<file path="src/rtl/acc_en_seq.sv">
// acc_en_seq
// Enable sequencer for the accelerator clock/reset controller. Converts
// single-cycle enable/disable requests into a clean core_en_o level, waits
// for the downstream reset-release delay on the way up, and on the way down
// drains the accelerator (idle or timeout) and then holds enable low for a
// cool-down period.
//
// Ports:
//   clk_i           ungated domain clock
//   reset_n_i       asynchronous active-low reset
//   req_en_i        single-cycle start request
//   req_dis_i       single-cycle stop request
//   acc_idle_i      accelerator drained/idle (level, clk_i synchronous)
//   timeout_limit_i stop timeout in cycles, 0 disables the timeout
//   core_en_o       enable to the clock/reset controller
//   stop_req_o      drain request to the accelerator
//   running_o       core is out of reset and operational
//   busy_o          a start/stop transition is in progress
//   timeout_o       sticky: the last stop was forced by timeout
module acc_en_seq #(
  parameter int unsigned RUN_DELAY = 12,
  parameter int unsigned OFF_HOLD  = 4,
  parameter int unsigned TO_W      = 16
) (
  input  logic            clk_i,
  input  logic            reset_n_i,
  input  logic            req_en_i,
  input  logic            req_dis_i,
  input  logic            acc_idle_i,
  input  logic [TO_W-1:0] timeout_limit_i,
  output logic            core_en_o,
  output logic            stop_req_o,
  output logic            running_o,
  output logic            busy_o,
  output logic            timeout_o
);

  // Shared delay counter only ever holds RUN_DELAY-1 or OFF_HOLD-1.
  localparam int unsigned HOLD_MAX = (RUN_DELAY > OFF_HOLD) ? RUN_DELAY : OFF_HOLD;
  localparam int unsigned DLY_W    = (HOLD_MAX > 2) ? $clog2(HOLD_MAX) : 1;
  localparam logic [DLY_W-1:0] RUN_LOAD = DLY_W'(RUN_DELAY - 1);
  localparam logic [DLY_W-1:0] OFF_LOAD = DLY_W'(OFF_HOLD - 1);

  typedef enum logic [2:0] {
    ST_OFF,
    ST_STARTING,
    ST_RUN,
    ST_STOPPING,
    ST_COOLDOWN
  } state_e;

  state_e          state_q, state_d;
  logic [DLY_W-1:0] dly_q, dly_d;
  logic [TO_W-1:0]  to_q, to_d;
  logic             dis_pend_q, dis_pend_d;
  logic             en_pend_q, en_pend_d;
  logic             timeout_d;

  // State, counters and registered outputs.
  always_ff @(posedge clk_i or negedge reset_n_i) begin
    if (!reset_n_i) begin
      state_q    <= ST_OFF;
      dly_q      <= '0;
      to_q       <= '0;
      dis_pend_q <= 1'b0;
      en_pend_q  <= 1'b0;
      core_en_o  <= 1'b0;
      stop_req_o <= 1'b0;
      running_o  <= 1'b0;
      busy_o     <= 1'b0;
      timeout_o  <= 1'b0;
    end else begin
      state_q    <= state_d;
      dly_q      <= dly_d;
      to_q       <= to_d;
      dis_pend_q <= dis_pend_d;
      en_pend_q  <= en_pend_d;
      timeout_o  <= timeout_d;
      // Outputs are a pure function of the next state, so they change on
      // the same edge as the state itself.
      core_en_o  <= (state_d == ST_STARTING) || (state_d == ST_RUN) ||
                    (state_d == ST_STOPPING);
      stop_req_o <= (state_d == ST_STOPPING);
      running_o  <= (state_d == ST_RUN) || (state_d == ST_STOPPING);
      busy_o     <= (state_d == ST_STARTING) || (state_d == ST_STOPPING) ||
                    (state_d == ST_COOLDOWN);
    end
  end

  // Next-state, counter and pending-flag logic.
  always_comb begin
    state_d    = state_q;
    dly_d      = dly_q;
    to_d       = to_q;
    dis_pend_d = dis_pend_q;
    en_pend_d  = en_pend_q;
    timeout_d  = timeout_o;

    case (state_q)
      ST_OFF: begin
        // A simultaneous enable and disable cancel each other here.
        if (req_en_i && !req_dis_i) begin
          state_d   = ST_STARTING;
          dly_d     = RUN_LOAD;
          timeout_d = 1'b0;
        end
      end

      ST_STARTING: begin
        if (req_dis_i) begin
          dis_pend_d = 1'b1;
        end
        if (dly_q == '0) begin
          state_d = ST_RUN;
        end else begin
          dly_d = dly_q - DLY_W'(1);
        end
      end

      ST_RUN: begin
        if (req_dis_i || dis_pend_q) begin
          state_d    = ST_STOPPING;
          to_d       = timeout_limit_i;
          dis_pend_d = 1'b0;
        end
      end

      ST_STOPPING: begin
        // Idle has priority over an expiring timeout in the same cycle.
        if (acc_idle_i) begin
          state_d = ST_COOLDOWN;
          dly_d   = OFF_LOAD;
        end else if (to_q != '0) begin
          to_d = to_q - TO_W'(1);
          if (to_q == TO_W'(1)) begin
            state_d   = ST_COOLDOWN;
            dly_d     = OFF_LOAD;
            timeout_d = 1'b1;
          end
        end
      end

      ST_COOLDOWN: begin
        if (dly_q != '0) begin
          dly_d = dly_q - DLY_W'(1);
          if (req_en_i) begin
            en_pend_d = 1'b1;
          end
        end else if (en_pend_q || req_en_i) begin
          // Restart straight from the end of the hold, as if from OFF.
          state_d   = ST_STARTING;
          dly_d     = RUN_LOAD;
          timeout_d = 1'b0;
          en_pend_d = 1'b0;
        end else begin
          state_d = ST_OFF;
        end
      end

      default: begin
        state_d = ST_OFF;
      end
    endcase
  end

endmodule

</file>
<file path="config.mk">
export PLATFORM = sky130hd
export DESIGN_NAME = acc_en_seq
export DESIGN_NICKNAME = d
export VERILOG_FILES = /design/src/rtl/acc_en_seq.sv
export SDC_FILE = /design/constraint.sdc
export NUM_CORES = 1
export LEC_CHECK = 0
export ABC_AREA = 1
export CAP_MARGIN = 20
export CELL_PAD_IN_SITES_DETAIL_PLACEMENT = 0
export CELL_PAD_IN_SITES_GLOBAL_PLACEMENT = 1
export CORE_MARGIN = 4
export CORE_UTILIZATION = 40
export DETAILED_ROUTE_END_ITERATION = 10
export PLACE_DENSITY_LB_ADDON = 0.25
export SYNTH_ARGS = -nofsm -noshare
export SYNTH_HDL_FRONTEND = slang
export SYNTH_SLANG_ARGS = --single-unit
</file>
<file path="constraint.sdc">
create_clock -name clk_i -period 2.71 [get_ports clk_i]
set_input_delay 0.542 -clock clk_i [delete_from_list [all_inputs] [get_ports clk_i]]
set_output_delay 0.542 -clock clk_i [all_outputs]
set_load 0.005 [all_outputs]
</file>
==> results.md <==
* Status: finished clean
* Biggest area consumer among synthesized cells: dfrtp_1
* Crit Path Class: reg2reg
* CTS Hold Bufs at 0
* Largest net degree at the start of global routing at 31
* Clock Path Buffers at 2
* Commonest cells post-synth: nand2_1, nor2_1, nand3_1, inv_1, dfrtp_1
* RSZ-0062 raised after global routing: no
* Clock Sinks at 30
* Hold Vio Cnt, Final at 0
* Critical Path RT at 2.93 ns
* CTS tree: done
* Core Box Area at 0.00511 sq mm
* Comb power frac at 0.495
* Final min period at 1.98 ns
* Startpoint Class: register
* Final worst slack at 0.731 ns
* Top FF cell, synth: dfrtp_1
* Net Sw Frac at 0.461
* Worst skew pair latency at 0.28 ns
* Hold Slack at 0.483 ns
* Vias in the first global route at 2,067
* Setup TNS at 0 ns
* Max transition margin at 0.641
* Synth Instances at 324
* Final Max Slew Viols at 0
* Kind of end point of the critical path: register
* Post-cts resize count at 0
* Total track usage at 0.180
* DR vias at 2,013
* WL final at just over 5 mm
* Dpl hpwl at 3.84 mm
* Async SR Flop Fraction at 1.00
* Syn avg cell area at 6.51 sq um
* Net count after synthesis at 350
* Synth Warn # at 0
* Sequential Power Share at 0.328
* Final Cycle Share at 0.730
* Seq/Total Area, Yosys at 0.356
* First-pass GRT wire length at 9.09 mm
* Post-synth EDFFs at 0
* Num rows at 26
* Syn Std Cell Area at 0.00211 sq mm
* Synth area leaders: dfrtp_1, nand2_1, nand3_1
* Avg WL per Cell at roughly 12 um
* Min-delay worst type: reg2reg
* Total CTS buffers at 5
* Initial core utilization at 0.413
* Initial antenna violation count at 0
* Vias per inst at 4.76
* Number of max-cap violations at 0
* DRT Pass-1 Iters at 4
* Die width at 80.6 um
* DRC at 0
* Port bufs at 25
* Clock transition at path regs at 0.08 ns
* Worst slack at placement at 0.526 ns
* PD cells at 1020 mW/mm^2
* Post CTS Setup Buffer Count at 0
* Height of the die at between 80 and 90 um
* Synth Register Bits at 30
* Die ar. at approximately 0.0065 sq mm
* Final core utilization at 0.494
* Pint at 1.39 mW
* Achievable Freq at 505 MHz
* P_sw at around 1.2 mW
* N_diodes at 0
* Setup violations, final at 0
* Share of layout cells above drive strength 1 at 0.0963
* CP Max Fanout at 25
* Unique masters post-synth at 22
* Most frequent cell after synthesis: nand2_1
* Final Net Count at 378
* Clk_skew at 0.00970 ns
* Layout area overhead at 19.5%
* Clock root cell: clkbuf_8
* Total power at 2.58 mW
* Worst slew pin tran at 0.537 ns
* Clock Power Share at 0.177
* FF-to-FF setup slack at 0.73 ns
* GR Overflow Total at 0
* FILL cells at 561
* CP arrival at 2.19 ns
* Synth top area share at 0.356
* Routability Congestion at 0.845
* DR iter-0 viols at 66
* H-tree depth at 2
* Leakage dissipation at 1.29 nW
* Number of routed nets with antenna violations at 0
* Top Ports at 26
* Max VDD drop at 0.530 mV
## path summary, 6_finish.rpt
kind	from	end	cells past startpoint
worst max-delay path	state_q[2]	to_q[11]	8
worst min register to register	timeout_o	timeout_o	2
max in group asynchronous	reset_n_i	to_q[12]	2
worst min-delay path	timeout_o	timeout_o	2
worst max register to register	state_q[2]	to_q[11]	8
min in group asynchronous	reset_n_i	to_q[3]	2
## cell type report
class                           instances  area (sq um)  area share
Tap cell                               70          87.6      0.0347
Sequential cell                        30           751       0.298
Inverter                               37           139      0.0551
Multi-Input combinational cell        252          1180       0.467
Timing Repair Buffer                   26           258       0.102
Clock inverter                          3          40.0      0.0159
Clock buffer                            5          68.8      0.0273
## power by group through the flow
| stage | combinational [mW] | clock (mW) | sequential (mW) |
|---|---|---|---|
| final | 1.28 | 0.457 | 0.846 |
| after CTS | 1.30 | 0.475 | 0.843 |
| after global placement | 1.27 | 0 | 0.847 |
| after global routing | 1.51 | 0.495 | 0.880 |
| after detailed placement | 1.30 | 0 | 0.847 |
| after floorplan | 1.02 | 0 | 0.799 |
## flip-flops by register name (all words and copies together), names as in the netlist
name,flops
to_q,16
stop_req_o,1
dis_pend_q,1
running_o,1
busy_o,1
state_q,3
core_en_o,1
en_pend_q,1
dly_q,4
timeout_o,1
## critical path: stages, from the launching register on
cell and delay (ns):
dfrtp_1 0.48, nor2_4 0.09, nand2_4 0.20, inv_2 0.23
nand3_1 0.15, nand2_1 0.09, nor2_4 0.43, nand3_1 0.13
nand2_1 0.08
## kinds of logic after synthesis
group / Yosys count / share of synthesized area
AO/OA/AOI/OAI: 19 / 0.0504
AND/OR/NAND/NOR: 226 / 0.470
XOR/XNOR: 2 / 0.00831
adder cells (fa/ha/maj): 5 / 0.0297
flip-flops: 30 / 0.356
buffers and inverters: 42 / 0.0860
## cells in the final DEF, fill, tap and decap left out
| cell type | count |
|---|---|
| clkinv_2 | 2 |
| nor2_2 | 3 |
| nand4_1 | 7 |
| xor2_1 | 2 |
| a21oi_1 | 1 |
| bufinv_16 | 1 |
| inv_2 | 4 |
| nor2_1 | 40 |
| nand3_1 | 39 |
| nand2_4 | 1 |
| nand2_1 | 122 |
| or2_2 | 5 |
| nand3_2 | 3 |
| clkdlybuf4s50_1 | 25 |
| o21ai_1 | 4 |
| nor2_4 | 3 |
| clkbuf_8 | 5 |
| nand2_2 | 3 |
| buf_4 | 1 |
| inv_1 | 33 |
| ha_1 | 5 |
| o21ai_2 | 3 |
| dfrtp_1 | 30 |
| o21ai_0 | 11 |
## per-layer routing
metal  track usage  wire length [um]  up-vias
met3        0.0381               135        2
met5             0                 0        -
met2         0.344              2690       20
li1              -                 -     1069
met4        0.0355                14        0
met1         0.203              2320      922
## metrics by stage
step | instance area, sq um | cells
2_1_floorplan | 2110 | 324
3_3_place_gp | 2410 | 415
3_5_place_dp | 2410 | 415
4_1_cts | 2520 | 423
5_1_grt | 2520 | 423
6_report | 2520 | 423
No activity file was read; power rests on OpenSTA's default activity.
